`src/rtl/elevator_pkg.sv`:
```
// Shared elevator definitions.
//   - state_t      : car controller FSM states
//   - FLOOR_COUNT_DEFAULT : default number of floors
//   - onehot()     : floor index -> one-hot floor vector (wide; callers
//                    truncate to their own FLOOR_COUNT)
package elevator_pkg;

   localparam int unsigned FLOOR_COUNT_DEFAULT = 8;
   localparam int unsigned MAX_FLOORS          = 64;

   typedef logic [MAX_FLOORS-1:0] floor_vec_t;

   typedef enum logic [1:0] {
      ST_IDLE,
      ST_MOVE,
      ST_ARRIVE,
      ST_DOOR
   } state_t;

   function automatic floor_vec_t onehot(input int unsigned floor);
      return floor_vec_t'(1) << floor;
   endfunction

endpackage

```
`src/rtl/elevator_request_scan.sv`:
```
// Classifies pending floor requests relative to a floor index.
// Ports:
//   queue_rd_i  in  FLOOR_COUNT  request bitmap, bit i = floor i
//   floor_i     in  FW           reference floor
//   here_o      out 1            request at floor_i
//   above_o     out 1            any request above floor_i
//   below_o     out 1            any request below floor_i
module elevator_request_scan
   import elevator_pkg::*;
#(
   parameter int unsigned FLOOR_COUNT = FLOOR_COUNT_DEFAULT,
   parameter int unsigned FW          = $clog2(FLOOR_COUNT)
) (
   input  logic [FLOOR_COUNT-1:0] queue_rd_i,
   input  logic [FW-1:0]          floor_i,
   output logic                   here_o,
   output logic                   above_o,
   output logic                   below_o
);

   logic [FLOOR_COUNT-1:0] at_mask;
   logic [FLOOR_COUNT-1:0] below_mask;
   logic [FLOOR_COUNT-1:0] above_mask;

   // Everything strictly below the one-hot floor bit is (at_mask - 1);
   // what is neither at nor below is above.
   assign at_mask    = FLOOR_COUNT'(1) << floor_i;
   assign below_mask = at_mask - 1'b1;
   assign above_mask = ~(at_mask | below_mask);

   assign here_o  = |(queue_rd_i & at_mask);
   assign above_o = |(queue_rd_i & above_mask);
   assign below_o = |(queue_rd_i & below_mask);

endmodule

```
`src/rtl/elevator_car_controller.sv`:
```
// Single-car elevator controller with SCAN stop selection.
// Reads the request queue bitmap, moves the car floor by floor, opens the
// door on arrival and writes a one-cycle clear back to the queue.
// Ports:
//   clk            in  1            clock
//   reset          in  1            synchronous, active-high
//   queue_rd       in  FLOOR_COUNT  queue contents (valid while queue_r_nwr=1)
//   queue_r_nwr    out 1            1 = read queue, 0 = write this cycle
//   queue_clear    out 1            clear request (with queue_r_nwr=0)
//   queue_wr       out FLOOR_COUNT  one-hot floor to clear
//   current_floor  out FW           floor the car is at / last passed
//   moving_up      out 1            motor up
//   moving_down    out 1            motor down
//   door_open      out 1            door command
//   idle           out 1            controller idle
module elevator_car_controller
   import elevator_pkg::*;
#(
   parameter  int unsigned FLOOR_COUNT   = FLOOR_COUNT_DEFAULT,
   parameter  int unsigned TRAVEL_CYCLES = 8,
   parameter  int unsigned DOOR_CYCLES   = 16,
   localparam int unsigned FW            = $clog2(FLOOR_COUNT)
) (
   input  logic                   clk,
   input  logic                   reset,
   input  logic [FLOOR_COUNT-1:0] queue_rd,
   output logic                   queue_r_nwr,
   output logic                   queue_clear,
   output logic [FLOOR_COUNT-1:0] queue_wr,
   output logic [FW-1:0]          current_floor,
   output logic                   moving_up,
   output logic                   moving_down,
   output logic                   door_open,
   output logic                   idle
);

   localparam int unsigned TW = (TRAVEL_CYCLES > 1) ? $clog2(TRAVEL_CYCLES) : 1;
   localparam int unsigned DW = (DOOR_CYCLES > 1) ? $clog2(DOOR_CYCLES) : 1;
   localparam logic [TW-1:0] TRAVEL_LAST = TW'(TRAVEL_CYCLES - 1);
   localparam logic [DW-1:0] DOOR_LAST   = DW'(DOOR_CYCLES - 1);

   state_t        state_q, state_d;
   logic          dir_q, dir_d;
   logic [FW-1:0] floor_q, floor_d;
   logic [TW-1:0] tcnt_q, tcnt_d;
   logic [DW-1:0] dcnt_q, dcnt_d;

   logic [FW-1:0] floor_eval;
   logic          here, above, below;
   logic          ahead, behind;
   logic          eval;

   // The scan looks at the floor the car will occupy after this edge, so a
   // terminal travel count decides against the newly reached floor.
   always_comb begin
      floor_eval = floor_q;
      if (state_q == ST_MOVE && tcnt_q == TRAVEL_LAST) begin
         floor_eval = dir_q ? floor_q + 1'b1 : floor_q - 1'b1;
      end
   end

   elevator_request_scan #(
      .FLOOR_COUNT (FLOOR_COUNT),
      .FW          (FW)
   ) u_scan (
      .queue_rd_i (queue_rd),
      .floor_i    (floor_eval),
      .here_o     (here),
      .above_o    (above),
      .below_o    (below)
   );

   assign ahead  = dir_q ? above : below;
   assign behind = dir_q ? below : above;

   always_comb begin
      state_d = state_q;
      dir_d   = dir_q;
      floor_d = floor_q;
      tcnt_d  = tcnt_q;
      dcnt_d  = dcnt_q;
      eval    = 1'b0;

      case (state_q)
         ST_IDLE: eval = 1'b1;
         ST_MOVE: begin
            if (tcnt_q == TRAVEL_LAST) begin
               tcnt_d  = '0;
               floor_d = floor_eval;
               eval    = 1'b1;
            end else begin
               tcnt_d = tcnt_q + 1'b1;
            end
         end
         ST_ARRIVE: begin
            state_d = ST_DOOR;
            dcnt_d  = '0;
         end
         ST_DOOR: begin
            if (dcnt_q == DOOR_LAST) begin
               state_d = ST_IDLE;
               dcnt_d  = '0;
            end else begin
               dcnt_d = dcnt_q + 1'b1;
            end
         end
         default: state_d = ST_IDLE;
      endcase

      // Shared SCAN decision for IDLE and for each floor reached in MOVE.
      if (eval) begin
         if (here) begin
            state_d = ST_ARRIVE;
         end else if (ahead) begin
            state_d = ST_MOVE;
         end else if (behind) begin
            dir_d   = ~dir_q;
            state_d = ST_MOVE;
         end else begin
            state_d = ST_IDLE;
         end
      end
   end

   always_ff @(posedge clk) begin
      if (reset) begin
         state_q <= ST_IDLE;
         dir_q   <= 1'b1;
         floor_q <= '0;
         tcnt_q  <= '0;
         dcnt_q  <= '0;
      end else begin
         state_q <= state_d;
         dir_q   <= dir_d;
         floor_q <= floor_d;
         tcnt_q  <= tcnt_d;
         dcnt_q  <= dcnt_d;
      end
   end

   always_comb begin
      queue_r_nwr   = 1'b1;
      queue_clear   = 1'b0;
      queue_wr      = '0;
      current_floor = floor_q;
      moving_up     = (state_q == ST_MOVE) &&  dir_q;
      moving_down   = (state_q == ST_MOVE) && !dir_q;
      door_open     = (state_q == ST_DOOR);
      idle          = (state_q == ST_IDLE);
      if (state_q == ST_ARRIVE) begin
         queue_r_nwr = 1'b0;
         queue_clear = 1'b1;
         queue_wr    = FLOOR_COUNT'(onehot(32'(floor_q)));
      end
   end

endmodule

```
`config.mk`:
```
export PLATFORM = sky130hd
export DESIGN_NAME = elevator_car_controller
export DESIGN_NICKNAME = d
export VERILOG_FILES = /design/src/rtl/elevator_pkg.sv /design/src/rtl/elevator_request_scan.sv /design/src/rtl/elevator_car_controller.sv
export SDC_FILE = /design/constraint.sdc
export NUM_CORES = 1
export LEC_CHECK = 0
export ABC_CLOCK_PERIOD_IN_PS = 3790
export BUFFER_PORTS_ARGS = -buffer_cell sky130_fd_sc_hd__buf_2
export CAP_MARGIN = 20
export CORE_UTILIZATION = 52
export CTS_BUF_LIST = sky130_fd_sc_hd__clkbuf_8
export DETAILED_ROUTE_END_ITERATION = 10
export PLACE_DENSITY = 0.87
export SYNTH_ARGS = -nofsm -noshare
export SYNTH_HDL_FRONTEND = slang
export SYNTH_SLANG_ARGS = --single-unit
```
`constraint.sdc`:
```
create_clock -name clk -period 3.79 [get_ports clk]
set_input_delay 0.758 -clock clk [delete_from_list [all_inputs] [get_ports clk]]
set_output_delay 0.758 -clock clk [all_outputs]
set_load 0.02 [all_outputs]
```
Yosys cells after proc, flatten, opt, wreduce, memory -nomap -nowiden. Index checks and enable logic that the tools add are counted. Widths: inputs -> output; s select.

Register bits after elaboration: 13. Output and inout bits: 17. Logic and storage cells: 57.

Add/subtract/negate cells: 5. Equality and inequality tests: 6. Shift operators: 2. Multiplexer cells: 18. Bitwise operators: 8. Reduce and logical (&&, ||, !) cells: 13.

Operators with widths (count): $and 8x8->8 (3); $reduce_or 8->1 (3); $shl 1x3->8 const A (2); $mux 3 (3); $mux 8 (1); $not 8->8 (1); $or 8x8->8 (1); $pmux 4 s2 (1); $sub 8x1->8 const B (1); $mux 1 (7); $add 3x1->3 const B (2); $mux 2 (3); $add 4x1->4 const B (1); $eq 2x2->1 const B (2); $eq 4x4->1 const B (1); $mux 4 (1); $pmux 2 s2 (1); $reduce_and 2->1 (2); $reduce_and 4->1 (1); $eq 3x3->1 const B (1); $logic_and 1x1->1 (3); $ne 3x1->1 const B (1); $not 1->1 (3); $reduce_bool 3->1 (1); other kinds (6) (6).

Depth between registers and ports, before layout.
Word-level depth: 14. Depth in mapped cells: 16. Mapped depth without buffers: 14.

By module. A second synthesis with hierarchy kept.

Cells, all modules: 122. Area, all modules: 1016.0 µm².

Modules (own cells, without submodules): elevator_car_controller (times used 1, cells each 93, area an instance 810.8 µm², seq. area each 260.2 µm²); elevator_request_scan (times used 1, cells each 29, area an instance 205.2 µm², seq. area each 0.0 µm²).

Worst setup path after synthesis. No wires, ideal clock.

Kind: flip-flop to flip-flop. From: reg floor_q[0], in the netlist current_floor[0]. To: reg dir_q. Arrival: 3497 ps. Slack: 177 ps. Stages on the path, launching flop included: 15. Buffers on the path: 1. Cell sequence: dfxtp_1 inv_2 fa_1 xnor2_2 or3_4 and2_4 buf_6 nand2_1 ha_1 nand2_1 ha_1 a222oi_1 nand3_1 or4_1 a31o_1.

Word-level cells in the longest chain between the ends: 12. Elaborated cells on any way between the ends: 19. Classes of those cells: 3 x add/sub; 1 x shift; 4 x mux; 7 x bitwise; 4 x reduce/logical.

Ends and longest elaborated chain: from (decl) (RTL line elevator_car_controller.sv:44) `logic [FW-1:0] floor_q, floor_d;`; from (signal assigned) (RTL line elevator_car_controller.sv:135) `floor_q <= floor_d;`; $sub 3x1->3 / $add 3x1->3 (equally long branches) (RTL line elevator_car_controller.sv:58) `floor_eval = dir_q ? floor_q + 1'b1 : floor_q - 1'b1;`; $mux 3 (RTL line elevator_car_controller.sv:58); $mux 3 * (RTL line elevator_car_controller.sv:57) `if (state_q == ST_MOVE && tcnt_q == TRAVEL_LAST) begin`; $shl 1x3->8 * (RTL line elevator_request_scan.sv:27) `assign at_mask = FLOOR_COUNT'(1) << floor_i;`; $sub 8x1->8 (RTL line elevator_request_scan.sv:28) `assign below_mask = at_mask - 1'b1;`; $or 8x8->8 (RTL line elevator_request_scan.sv:29) `assign above_mask = ~(at_mask | below_mask);`; $not 8->8 (RTL line elevator_request_scan.sv:29); $and 8x8->8 (RTL line elevator_request_scan.sv:32) `assign above_o = |(queue_rd_i & above_mask);`; $reduce_or 8->1 (RTL line elevator_request_scan.sv:32); $mux 1 (RTL line elevator_car_controller.sv:73) `assign ahead = dir_q ? above : below;`; $not 1->1 (no source line); $reduce_and 4->1 (no source line) *; to (signal assigned) (RTL line elevator_car_controller.sv:134) `dir_q <= dir_d;`; to (decl) (RTL line elevator_car_controller.sv:43) `logic dir_q, dir_d;`.

Mark *: on every way between the ends. The rest lies on a longest branch, timed or not. A chain may end at the register's enable or synchronous reset.

Worst setup path in the final report.
From: reg tcnt_q[0]. To: reg dir_q.

Word-level cells in the longest chain between the ends: 12. Elaborated cells on any way between the ends: 20. Classes of those cells: 1 x add/sub; 1 x eq/ne; 1 x shift; 5 x mux; 7 x bitwise; 5 x reduce/logical.

Ends and longest elaborated chain: from (decl) (RTL line elevator_car_controller.sv:45) `logic [TW-1:0] tcnt_q, tcnt_d;`; from (signal assigned) (RTL line elevator_car_controller.sv:136) `tcnt_q <= tcnt_d;`; $eq 3x3->1 * (RTL line elevator_car_controller.sv:57, elevator_car_controller.sv:87); $logic_and 1x1->1 (RTL line elevator_car_controller.sv:57); $mux 3 (RTL line elevator_car_controller.sv:57); $shl 1x3->8 (RTL line elevator_request_scan.sv:27); $sub 8x1->8 (RTL line elevator_request_scan.sv:28); $or 8x8->8 (RTL line elevator_request_scan.sv:29); $not 8->8 (RTL line elevator_request_scan.sv:29); $and 8x8->8 (RTL line elevator_request_scan.sv:32); $reduce_or 8->1 (RTL line elevator_request_scan.sv:32); $mux 1 (RTL line elevator_car_controller.sv:73); $not 1->1 (no source line); $reduce_and 4->1 (no source line) *.

Marked as above.

==> metrics.md <==
| Metric | Value |
|---|---|
| Switching Fraction | `a little over two fifths` |
| Max Freq | `between 0.2 and 0.3 GHz` |
| GPL Wtd Cong | `0.9554` |
| Cell Rows | `17` |
| Worst min path class | `flip-flop to flip-flop` |
| FF-to-FF setup slack | `about 0.28 ns` |
| Outcome | `complete, no violations` |
| Seq cells post-synth | `13` |
| Final ANT Viol Nets | `0` |
| Most frequent cells in the layout | `buf_2, nor2_1, nand2_1, dfxtp_1, ha_1` |
| Worst skew pair latency | `0.24 ns` |
| Leakage power | `0.6630 nW` |
| DR vias | `roughly 1300` |
| Nets | `approximately 210` |
| Fin area | `1443 sq um` |
| Post-DR vias/cell | `slightly above 6` |
| Drt drc | `0` |
| Hold Buf Count CTS | `0` |
| Comb power frac | `about 42%` |
| Seq pwr share | `roughly 36%` |
| Reg clk slew, reported paths | `approximately 0.06 ns` |
| ANT cells | `0` |
| Ys Warns | `0` |
| Power Total | `~0.00056 W` |
| Mapped Area | `~1300 sq um` |
| Crit start category | `flip-flop` |
| Worst R2R End | `dir_q$_SDFFE_PP1P_` |
| Post-Synthesis Cells | `about 160` |
| Syn nets | `185` |
| Final HPWL DP | `approximately 2500 um` |
| Critical path class | `flip-flop to flip-flop` |
| EDFF count, synth | `0` |
| Die Span Y | `just over 50 um` |
| Largest net degree at the start of global routing | `19` |
| Vias in the first global route | `between 1000 and 1500` |
| Setup crit end | `dir_q$_SDFFE_PP1P_` |
| Detailed-route wire length | `3189 um` |
| Maxcap violations | `0` |
| Port bufs | `26` |
| CP required | `3.93 ns` |
| Core box area | `between 2000 and 2500 sq um` |
| Slew headroom | `approximately 56%` |
| Htree depth | `1` |
| Worst vdd ir | `about 0.43 mV` |
| Clock power frac | `between 20 and 25%` |
| R2R depth | `13` |
| RSZ-0062 raised after global routing | `false` |
| Initial Utilization | `between 50% and 60%` |
| Setup Viol. Count Final | `0` |
| Clock Skews | `about 0.0028 ns` |
| Top-Level Pins | `27` |
| CTS tree | `yes` |
| Period utilisation layout | `between 90% and 100%` |
| Setup_tns | `0 ns` |
| DIE AREA | `~2600 sq um` |
| Critical Path Fanout Max | `18` |
| Setup ws final | `0.2779 ns` |
| Switching power | `around 0.00024 W` |
| Antenna violations before repair | `0` |
| Yosys cell types | `50` |
| Largest area contributor in the netlist | `dfxtp_1` |
| Fill cell count | `around 200` |
| Leading cell type in the layout, fill and taps excluded | `buf_2` |
| CTS max path bufs | `2` |
| Placement Setup Slack | `0.2129 ns` |
| Router iterations before antenna repair | `4` |
| Placed Cells incl. Taps | `210` |
| Share of Yosys cell area claimed by the top area cell type | `20.45%` |
| Slew Viols, Final | `0` |
| Clock Sink Count | `13` |
| CTS Buf Count | `3` |
| Crit path capture type | `flip-flop` |
| Endpoints failing hold | `0` |
| Worst R2R Start | `tcnt_q[0]$_SDFFE_PP0N_` |
| Initial DRC Count | `76` |
| Arrival time at the worst endpoint | `3.65 ns` |
| Layout cell share with drive strength beyond 1 | `about a quarter` |
| Post-synth ARST share | `0%` |
| Tightest Pin Transition | `between 0.6 and 0.7 ns` |
| First-pass GRT wire length | `about 5400 um` |
| Die X | `just over 50 um` |
| GR Overflow Total | `0` |
| Tot GR Track Use | `between 20% and 30%` |
| Area after DPL | `roughly 1400 sq um` |
| Synth-to-layout area growth | `13.37%` |
| Area contributors post-synth | `dfxtp_1, ha_1, nor2_1, nand2_1, nand3_1` |
| WL/cell | `14.90 um` |
| Top FF cell, synth | `dfxtp_1` |
| Tmin final | `3.512 ns` |
| Seq/Total Area, Yosys | `about a fifth` |
| Crit path from | `tcnt_q[0]$_SDFFE_PP0N_` |
| Clk root buf | `clkbuf_8` |
| Mean post-synth cell area | `a little under 8 sq um` |
| Pwr dens | `between 300 and 400 nW/um^2` |
| Cell-internal power | `0.0003200 W` |
| Final std cells w/o fill | `214` |
cell usage after synthesis, types with 2 or more instances:
cell / count
nor2_1: 19
nand2_1: 17
dfxtp_1: 13
ha_1: 11
inv_1: 9
nand3_1: 9
o21ai_0: 8
a21oi_1: 6
a22oi_1: 5
nor3_1: 5
nor4_1: 4
and3_1: 3
buf_6: 3
clkbuf_1: 3
mux2i_1: 3
nor3b_1: 3
a21o_1: 2
a221o_1: 2
a222oi_1: 2
buf_2: 2
nand2b_1: 2
nor2b_1: 2
o31ai_1: 2
xnor2_1: 2
layout make-up:
type | instances | area (sq um) | area share [%]
Inverter | 10 | 37.54 | 2.602
Tap cell | 28 | 35.03 | 2.428
Multi-Input combinational cell | 130 | 910.9 | 63.14
Clock buffer | 3 | 41.29 | 2.862
Sequential cell | 13 | 260.3 | 18.04
Clock inverter | 1 | 5.005 | 0.3469
Timing Repair Buffer | 29 | 152.6 | 10.58
power groups by stage:
stage	Sequential, W	Combinational, W	Clock, W
global placement	0.000197	0.000219	0
global route	0.000203	0.000258	0.000130
finish	0.000199	0.000235	0.000123
detailed placement	0.000200	0.000227	0
floorplan	0.000172	0.000197	0
CTS	0.000198	0.000233	0.000123
metal layers:
| layer | share of wire [%] | global-route usage, % |
|---|---|---|
| met1 | 44 | 32.55 |
| met2 | 48 | 47.84 |
| met3 | 7.5 | 3.571 |
| met4 | 1.2 | 10.81 |
| met5 | 0 | 0 |
state kept, by name (all words and copies together) (netlist names):
register       count
current_floor      3
state_q            2
dcnt_q             4
dir_q              1
tcnt_q             3
timing repair:
action,CTS,global route
buffers inserted,0,0
endpoints found under the setup margin,0,1
resized for setup,0,1
through the flow:
step / hold slack, ns / utilization [%]
after floorplan: 0.4583 / -
after global placement: 0.4754 / 61.82
after detailed placement: 0.4906 / 61.82
after CTS: 0.5003 / 63.87
after global routing: 0.5335 / 63.98
final: 0.4971 / 63.98
worst max-delay path, cell delays in order, from the launching register on:
cell and delay (ns):
dfxtp_1 0.36, ha_1 0.16, ha_2 0.28, nand3b_4 0.21, or3_4 0.45, and2_4 0.20
nand2_1 0.09, ha_1 0.20, nand2_1 0.07, ha_1 0.18, a222oi_1 0.32, nand3_1 0.16
or4_1 0.49, a31o_1 0.21
cell families (layout without fill, tap and decap cells):
group	after synthesis	in the layout	synth area share (%)
buf+inv	20	43	8.161
simple gates	74	74	31.46
compound gates	37	37	21.63
fa+ha+maj	12	12	12.39
xor+xnor	3	3	2.655
mux	4	4	3.245
flops	13	13	20.45
worst min-delay path by stage:
stage | slack [ns] | end | startpoint | cells after the start
2_1_floorplan | 0.46 | dcnt_q[1]$_SDFFE_PP0P_ | dcnt_q[1]$_SDFFE_PP0P_ | 2
3_3_place_gp | 0.48 | dcnt_q[1]$_SDFFE_PP0P_ | dcnt_q[1]$_SDFFE_PP0P_ | 2
3_5_place_dp | 0.49 | dcnt_q[1]$_SDFFE_PP0P_ | dcnt_q[1]$_SDFFE_PP0P_ | 2
4_1_cts | 0.50 | dcnt_q[1]$_SDFFE_PP0P_ | dcnt_q[1]$_SDFFE_PP0P_ | 2
5_1_grt | 0.53 | dcnt_q[1]$_SDFFE_PP0P_ | dcnt_q[1]$_SDFFE_PP0P_ | 2
6_report | 0.50 | dcnt_q[1]$_SDFFE_PP0P_ | dcnt_q[1]$_SDFFE_PP0P_ | 2
(Power assumes the default switching activity.)
